$ cat config.mk
export PLATFORM = sky130hd
export DESIGN_NAME = skinny_sbox_masked_pipe
export DESIGN_NICKNAME = d
export VERILOG_FILES = /design/src/rtl/skinny_sbox_masked_pipe.sv
export SDC_FILE = /design/constraint.sdc
export NUM_CORES = 2
export LEC_CHECK = 0
export CORE_AREA = 5 5 500 502
export CTS_CLUSTER_DIAMETER = 80
export DETAILED_ROUTE_END_ITERATION = 8
export DIE_AREA = 0 0 505 507
export PLACE_DENSITY_LB_ADDON = 0.25
export SLEW_MARGIN = 0
export SYNTH_ARGS = -nofsm -noshare
export SYNTH_HDL_FRONTEND = slang
export SYNTH_SLANG_ARGS = --single-unit
$ cat constraint.sdc
create_clock -name clk -period 27.7 [get_ports clk]
set_clock_uncertainty 0.05 [all_clocks]
set_input_delay 2.77 -clock clk [delete_from_list [all_inputs] [get_ports clk]]
set_output_delay 2.77 -clock clk [all_outputs]
set_load 0.02 [all_outputs]
$ cat src/rtl/skinny_sbox_masked_pipe.sv
`default_nettype none
// ============================================================================
// Module      : skinny_sbox_masked_pipe
// Description : First-order (2-share) masked Skinny-64 S-box layer.
//               NUM_SBOX low-latency ANF gadgets run in parallel behind a
//               two-stage valid/ready pipeline with full backpressure.
//
//               Stage 1 is the gadget register layer. It holds the
//               cross-domain ANF terms, each refreshed with one fresh bit,
//               plus the per-output XOR of those fresh bits.
//               Stage 2 is the output share register.
//
// Ports       : clk, rst         - clock, asynchronous active-high reset
//               in_valid/in_ready - input handshake (in_ready = advance)
//               X_s0, X_s1        - input shares, nibble i feeds S-box i
//               Fresh             - randomness, FRESH_PER_SBOX bits per S-box
//                                   (+4 mask bits per S-box in the top bits
//                                   when SBOX_OUT_REFRESH_EN is defined)
//               out_valid/out_ready - output handshake
//               Y_s0, Y_s1        - output shares, Y_s0^Y_s1 = S(X_s0^X_s1)
//               busy              - any stage holds valid data
//
// Config      : `define SBOX_OUT_REFRESH_EN to XOR a fresh 4-bit mask per
//               S-box into both output shares at the output register.
//
// Revision    : 1.0 - initial release
// ============================================================================
module skinny_sbox_masked_pipe #(
    parameter int NUM_SBOX       = 16,
    parameter int FRESH_PER_SBOX = 64
) (
    input  logic                                   clk,
    input  logic                                   rst,
    input  logic                                   in_valid,
    output logic                                   in_ready,
    input  logic [4*NUM_SBOX-1:0]                  X_s0,
    input  logic [4*NUM_SBOX-1:0]                  X_s1,
`ifdef SBOX_OUT_REFRESH_EN
    input  logic [(FRESH_PER_SBOX+4)*NUM_SBOX-1:0] Fresh,
`else
    input  logic [FRESH_PER_SBOX*NUM_SBOX-1:0]     Fresh,
`endif
    output logic                                   out_valid,
    input  logic                                   out_ready,
    output logic [4*NUM_SBOX-1:0]                  Y_s0,
    output logic [4*NUM_SBOX-1:0]                  Y_s1,
    output logic                                   busy
);

    // 4 output bits x 16 share-domain choice vectors = 64 refreshed terms
    localparam int c_NUM_TERMS = 64;

    function automatic logic [3:0] skinny_sbox(input logic [3:0] x);
        logic [3:0] y;
        case (x)
            4'h0: y = 4'hC;  4'h1: y = 4'h6;  4'h2: y = 4'h9;  4'h3: y = 4'h0;
            4'h4: y = 4'h1;  4'h5: y = 4'hA;  4'h6: y = 4'h2;  4'h7: y = 4'hB;
            4'h8: y = 4'h3;  4'h9: y = 4'h8;  4'hA: y = 4'h5;  4'hB: y = 4'hD;
            4'hC: y = 4'h4;  4'hD: y = 4'hE;  4'hE: y = 4'h7;  default: y = 4'hF;
        endcase
        return y;
    endfunction

    // ANF coefficients of the gadget function in its own bus orders:
    // input bus {X[0],X[1],X[2],X[3]}, output bus bit j such that
    // Y = {out[1], out[3], out[0], out[2]}. Bit j*16+m is the coefficient
    // of monomial m (bit i of m = input-bus bit i) in output bit j.
    function automatic logic [63:0] gadget_anf();
        logic [63:0] tt;
        logic [3:0]  x;
        logic [3:0]  y;
        tt = '0;
        for (int g = 0; g < 16; g++) begin
            x = {g[0], g[1], g[2], g[3]};
            y = skinny_sbox(x);
            tt[0*16+g] = y[1];
            tt[1*16+g] = y[3];
            tt[2*16+g] = y[0];
            tt[3*16+g] = y[2];
        end
        // In-place Moebius transform, truth table -> ANF
        for (int j = 0; j < 4; j++)
            for (int i = 0; i < 4; i++)
                for (int g = 0; g < 16; g++)
                    if (g[i])
                        tt[j*16+g] = tt[j*16+g] ^ tt[j*16+(g ^ (1 << i))];
        return tt;
    endfunction

    localparam logic [63:0] c_ANF = gadget_anf();

    // ------------------------------------------------------------------
    // Pipeline control: share-independent, driven only by handshakes
    // ------------------------------------------------------------------
    logic                  w_adv;
    logic                  r_v1;
    logic                  r_v2;
    logic [4*NUM_SBOX-1:0] r_y_s0;
    logic [4*NUM_SBOX-1:0] r_y_s1;
    logic [4*NUM_SBOX-1:0] w_y_s0_d;
    logic [4*NUM_SBOX-1:0] w_y_s1_d;

    assign w_adv     = ~(r_v2 & ~out_ready);
    assign in_ready  = w_adv;
    assign out_valid = r_v2;
    assign busy      = r_v1 | r_v2;
    assign Y_s0      = r_y_s0;
    assign Y_s1      = r_y_s1;

    always_ff @(posedge clk or posedge rst) begin
        if (rst) begin
            r_v1   <= 1'b0;
            r_v2   <= 1'b0;
            r_y_s0 <= '0;
            r_y_s1 <= '0;
        end else if (w_adv) begin
            r_v1   <= in_valid;
            r_v2   <= r_v1;
            r_y_s0 <= w_y_s0_d;
            r_y_s1 <= w_y_s1_d;
        end
    end

    // ------------------------------------------------------------------
    // Per-S-box gadgets
    // ------------------------------------------------------------------
    for (genvar s = 0; s < NUM_SBOX; s++) begin : g_sbox
        logic [3:0]             w_a;
        logic [3:0]             w_b;
        logic [c_NUM_TERMS-1:0] w_fresh;
        logic [c_NUM_TERMS-1:0] w_term;
        logic [3:0]             w_rsum;
        logic [c_NUM_TERMS-1:0] r_term;
        logic [3:0]             r_rsum;
        logic [3:0]             w_o0;
        logic [3:0]             w_m;

        assign w_a = {X_s0[4*s+0], X_s0[4*s+1], X_s0[4*s+2], X_s0[4*s+3]};
        assign w_b = {X_s1[4*s+0], X_s1[4*s+1], X_s1[4*s+2], X_s1[4*s+3]};

        // A narrower FRESH_PER_SBOX wraps around and reuses bits
        for (genvar k = 0; k < c_NUM_TERMS; k++) begin : g_fresh
            assign w_fresh[k] = Fresh[s*FRESH_PER_SBOX + (k % FRESH_PER_SBOX)];
        end

        // Term (j,d): every expanded monomial of output bit j whose share
        // choice is d, with variables outside the monomial pinned to
        // share 0 so each expansion product lands in exactly one term.
        // Each term mixes at most one share per input bit and is
        // refreshed before it reaches a register.
        always_comb begin
            logic p;
            logic t;
            p      = 1'b0;
            t      = 1'b0;
            w_term = '0;
            for (int j = 0; j < 4; j++) begin
                for (int d = 0; d < 16; d++) begin
                    t = 1'b0;
                    for (int m = 0; m < 16; m++) begin
                        if (c_ANF[j*16+m] && ((d & ~m) == 0)) begin
                            p = 1'b1;
                            for (int i = 0; i < 4; i++)
                                if (m[i])
                                    p = p & (d[i] ? w_b[i] : w_a[i]);
                            t = t ^ p;
                        end
                    end
                    w_term[j*16+d] = t ^ w_fresh[j*16+d];
                end
            end
        end

        // The second share carries the XOR of the randomness used above
        for (genvar j = 0; j < 4; j++) begin : g_rsum
            assign w_rsum[j] = ^w_fresh[j*16 +: 16];
            assign w_o0[j]   = ^r_term[j*16 +: 16];
        end

        // Gadget-internal layer: clock-enabled, not reset, qualified by v1
        always_ff @(posedge clk) begin
            if (w_adv) begin
                r_term <= w_term;
                r_rsum <= w_rsum;
            end
        end

`ifdef SBOX_OUT_REFRESH_EN
        logic [3:0] r_mask;
        always_ff @(posedge clk) begin
            if (w_adv)
                r_mask <= Fresh[FRESH_PER_SBOX*NUM_SBOX + 4*s +: 4];
        end
        assign w_m = r_mask;
`else
        assign w_m = 4'h0;
`endif

        assign w_y_s0_d[4*s +: 4] = {w_o0[1], w_o0[3], w_o0[0], w_o0[2]} ^ w_m;
        assign w_y_s1_d[4*s +: 4] = {r_rsum[1], r_rsum[3], r_rsum[0], r_rsum[2]} ^ w_m;
    end

endmodule
`default_nettype wire

==> impl_metrics.tcl <==
set metrics [dict create \
    hold_depth 1 \
    syn_inst 4830 \
    p_total_w 0.00661 \
    critPathLaunchType "primary input" \
    gp_congestion 0.880 \
    synthesis.area_um2 64300 \
    ys_ff_latch 1218 \
    status "finished, final reports clean" \
    timing.final.crit_share 0.258 \
    final_cell_area_um2 86000 \
    avgViaCountPerCell 4.15 \
    cts_tree "built" \
    clk_path_buf_depth 3 \
    die_y_um 507 \
    initial_core_util 0.263 \
    dp_hpwl_um 177000 \
    synth_cell_types 34 \
    drive_gt1_frac 0.0506 \
    clk_pin_slew_ps 60 \
    critPathKind "primary input to output pin" \
    peakVddDrop_v 0.0000651 \
    numCtsBuffers 154 \
    ctsResizeCount 0 \
    final_util 0.351 \
    fin_nets 7374 \
    overflow 0 \
    first_pass_iters 5 \
    cp.required_ps 24880 \
    routed_wl_um 219000 \
    maxCapViolations 0 \
    io_pins 1287 \
    power_density_nw_per_um2 76.8 \
    synthFlopType "edfxtp_1" \
    yosysWarnings 0 \
    grt_pass1_vias 41800 \
    grt_first_pass_wirelength_um 306000 \
    grt_max_degree 175 \
    fin_cells 9561 \
    clock-root-buffer "clkbuf_16" \
    whs_endpoint "Y_s1[37]" \
    clk_latency_ps 790 \
    slew_headroom 0.303 \
    hp-class "flip-flop to flip-flop" \
    end_kind "output pin" \
    remaining_drc_errors 0 \
    post_drt_wl_per_cell_um 22.9 \
    avgSynthCellArea_um2 13.3 \
    drt_iter0_drc 2319 \
    period_needed_ps 7150 \
    seq_area_frac_synth 0.559 \
    reg2reg_from "out_valid" \
    critPathArrivalTime_ps 4330 \
    hold_viol 0 \
    regToRegSetupSlack_ps 23160 \
    area_growth_pct 33.8 \
    tightest_slew_ps 1050 \
    synth_fp_nets 6034 \
    synth_edf_count 1088 \
    critPathMaxFanout 16 \
    hold_buffers 0 \
    place_inst 9234 \
    dieArea_um2 256000 \
    p_leak_nw 28.7 \
    worstHoldStart "g_sbox[9].r_rsum[0]" \
    antenna_found_initial 147 \
    rsz0062_at_grt "false" \
    synth-async-reset-ratio 0.107 \
    slew_viol_final 0 \
    coreArea_um2 245000 \
    setup_viol 0 \
    htreeDepth 4 \
    row_count 182 \
    fin_tns_setup_ps 0 \
    placedInstanceArea_um2 80900 \
    ant_nets 0 \
    die_width_um 505 \
    max_clock_freq_ghz 0.140 \
    post_cts_buffers 0 \
    r2r_end "Y_s1[26]" \
    io_buffers 1286 \
    reg2reg_depth 6 \
    num_vias 39600 \
    grt_use_total 0.166 \
    clkSinkCount 1218 \
]
==> synth_stat cells, types with 22 or more instances <==
library cell	number	area [um^2]
xnor2_1	2228	19500
edfxtp_1	1088	32700
xor2_1	383	3350
nand2_1	185	694
nor2_1	150	563
dfrtp_1	130	3250
a21oi_1	101	505
nand3_1	98	490
clkbuf_1	79	297
mux2_2	65	732
o21ai_0	54	270
ha_1	48	601
nand2b_1	40	250
buf_2	36	180
nor2b_1	33	206
inv_1	22	82.6
==> area by class of cell <==
type                    instances  area [um^2]
inverters                      34          135
well taps                    3220         4030
fillers                     24200       159000
diodes                         41          103
clock buffers                 210         4260
multi-input cells            3459        27700
clock inverters                76          802
repair buffers               1303        13000
flip-flops and latches       1218        35900
==> flip-flops by register name, summed over array words and instances, names as in the netlist <==
signal         flops
g_sbox.r_rsum     64
out_valid          1
Y_s1              64
r_v1               1
g_sbox.r_term   1024
Y_s0              64
==> layout by cell type, fill, tap and decap left out, types with 13 or more instances in the layout <==
| cell | Yosys | final |
|---|---|---|
| xnor2_1 | 2228 | 2228 |
| clkdlybuf4s50_1 | 0 | 1286 |
| edfxtp_1 | 1088 | 1088 |
| xor2_1 | 383 | 383 |
| nand2_1 | 185 | 185 |
| clkbuf_16 | 0 | 156 |
| nor2_1 | 150 | 150 |
| dfrtp_1 | 130 | 130 |
| a21oi_1 | 101 | 101 |
| nand3_1 | 98 | 98 |
| mux2_2 | 65 | 65 |
| o21ai_0 | 54 | 54 |
| ha_1 | 48 | 48 |
| diode_2 | 0 | 41 |
| nand2b_1 | 40 | 39 |
| clkbuf_1 | 79 | 39 |
| nor2b_1 | 33 | 33 |
| clkinv_1 | 8 | 26 |
| clkinv_2 | 0 | 22 |
| inv_1 | 22 | 21 |
| nand3b_1 | 16 | 16 |
| or3_1 | 15 | 15 |
| clkbuf_8 | 0 | 15 |
| buf_4 | 1 | 14 |
| and3_1 | 13 | 13 |
==> layer usage <==
layer  vias to the layer above  GRT usage  routed length, um
met2                      1244      0.289             109000
li1                      18900          -                  -
met3                       422     0.0636              18700
met1                     19000      0.189              85300
met4                       128     0.0481               6090
met5                         -          0                833
==> worst max-delay path: stages <==
cell and delay (ps):
clkdlybuf4s50_1 450, nand2b_4 270, clkdlybuf4s50_1 820
==> stage by stage <==
step | hold slack (ps) | setup WS [ps]
2_1_floorplan | 395 | 8840
3_3_place_gp | 406 | 20350
3_5_place_dp | 411 | 20290
4_1_cts | 378 | 20490
5_1_grt | 400 | 20510
6_report | 399 | 20550
==> worst max-delay path by stage <==
| stage | startpoint | cells after the start | end | slack [ps] |
|---|---|---|---|---|
| 3_5_place_dp | out_ready | 7 | Y_s1[29] | 20290 |
| 2_1_floorplan | out_ready | 5 | in_ready | 8840 |
| 5_1_grt | out_ready | 3 | in_ready | 20510 |
| 6_report | out_ready | 3 | in_ready | 20550 |
| 3_3_place_gp | out_ready | 7 | Y_s1[26] | 20350 |
| 4_1_cts | out_ready | 3 | in_ready | 20490 |
==> power breakdown <==
group | switching [W] | internal (W)
Clock | 0.000837 | 0.00116
Combinational | 0.00103 | 0.00103
Sequential | 0.000148 | 0.00240
Total | 0.00202 | 0.00459
==> cells by family after synthesis <==
| kind of cell | after synthesis | synth area share |
|---|---|---|
| buffers and inverters | 153 | 0.00981 |
| AND/OR/NAND/NOR | 559 | 0.0398 |
| flip-flops | 1218 | 0.559 |
| AO/OA/AOI/OAI | 171 | 0.0139 |
| adder cells (fa/ha/maj) | 48 | 0.00934 |
| multiplexers | 70 | 0.0124 |
| XOR/XNOR | 2611 | 0.356 |
Power figures use the tool's default switching activity.
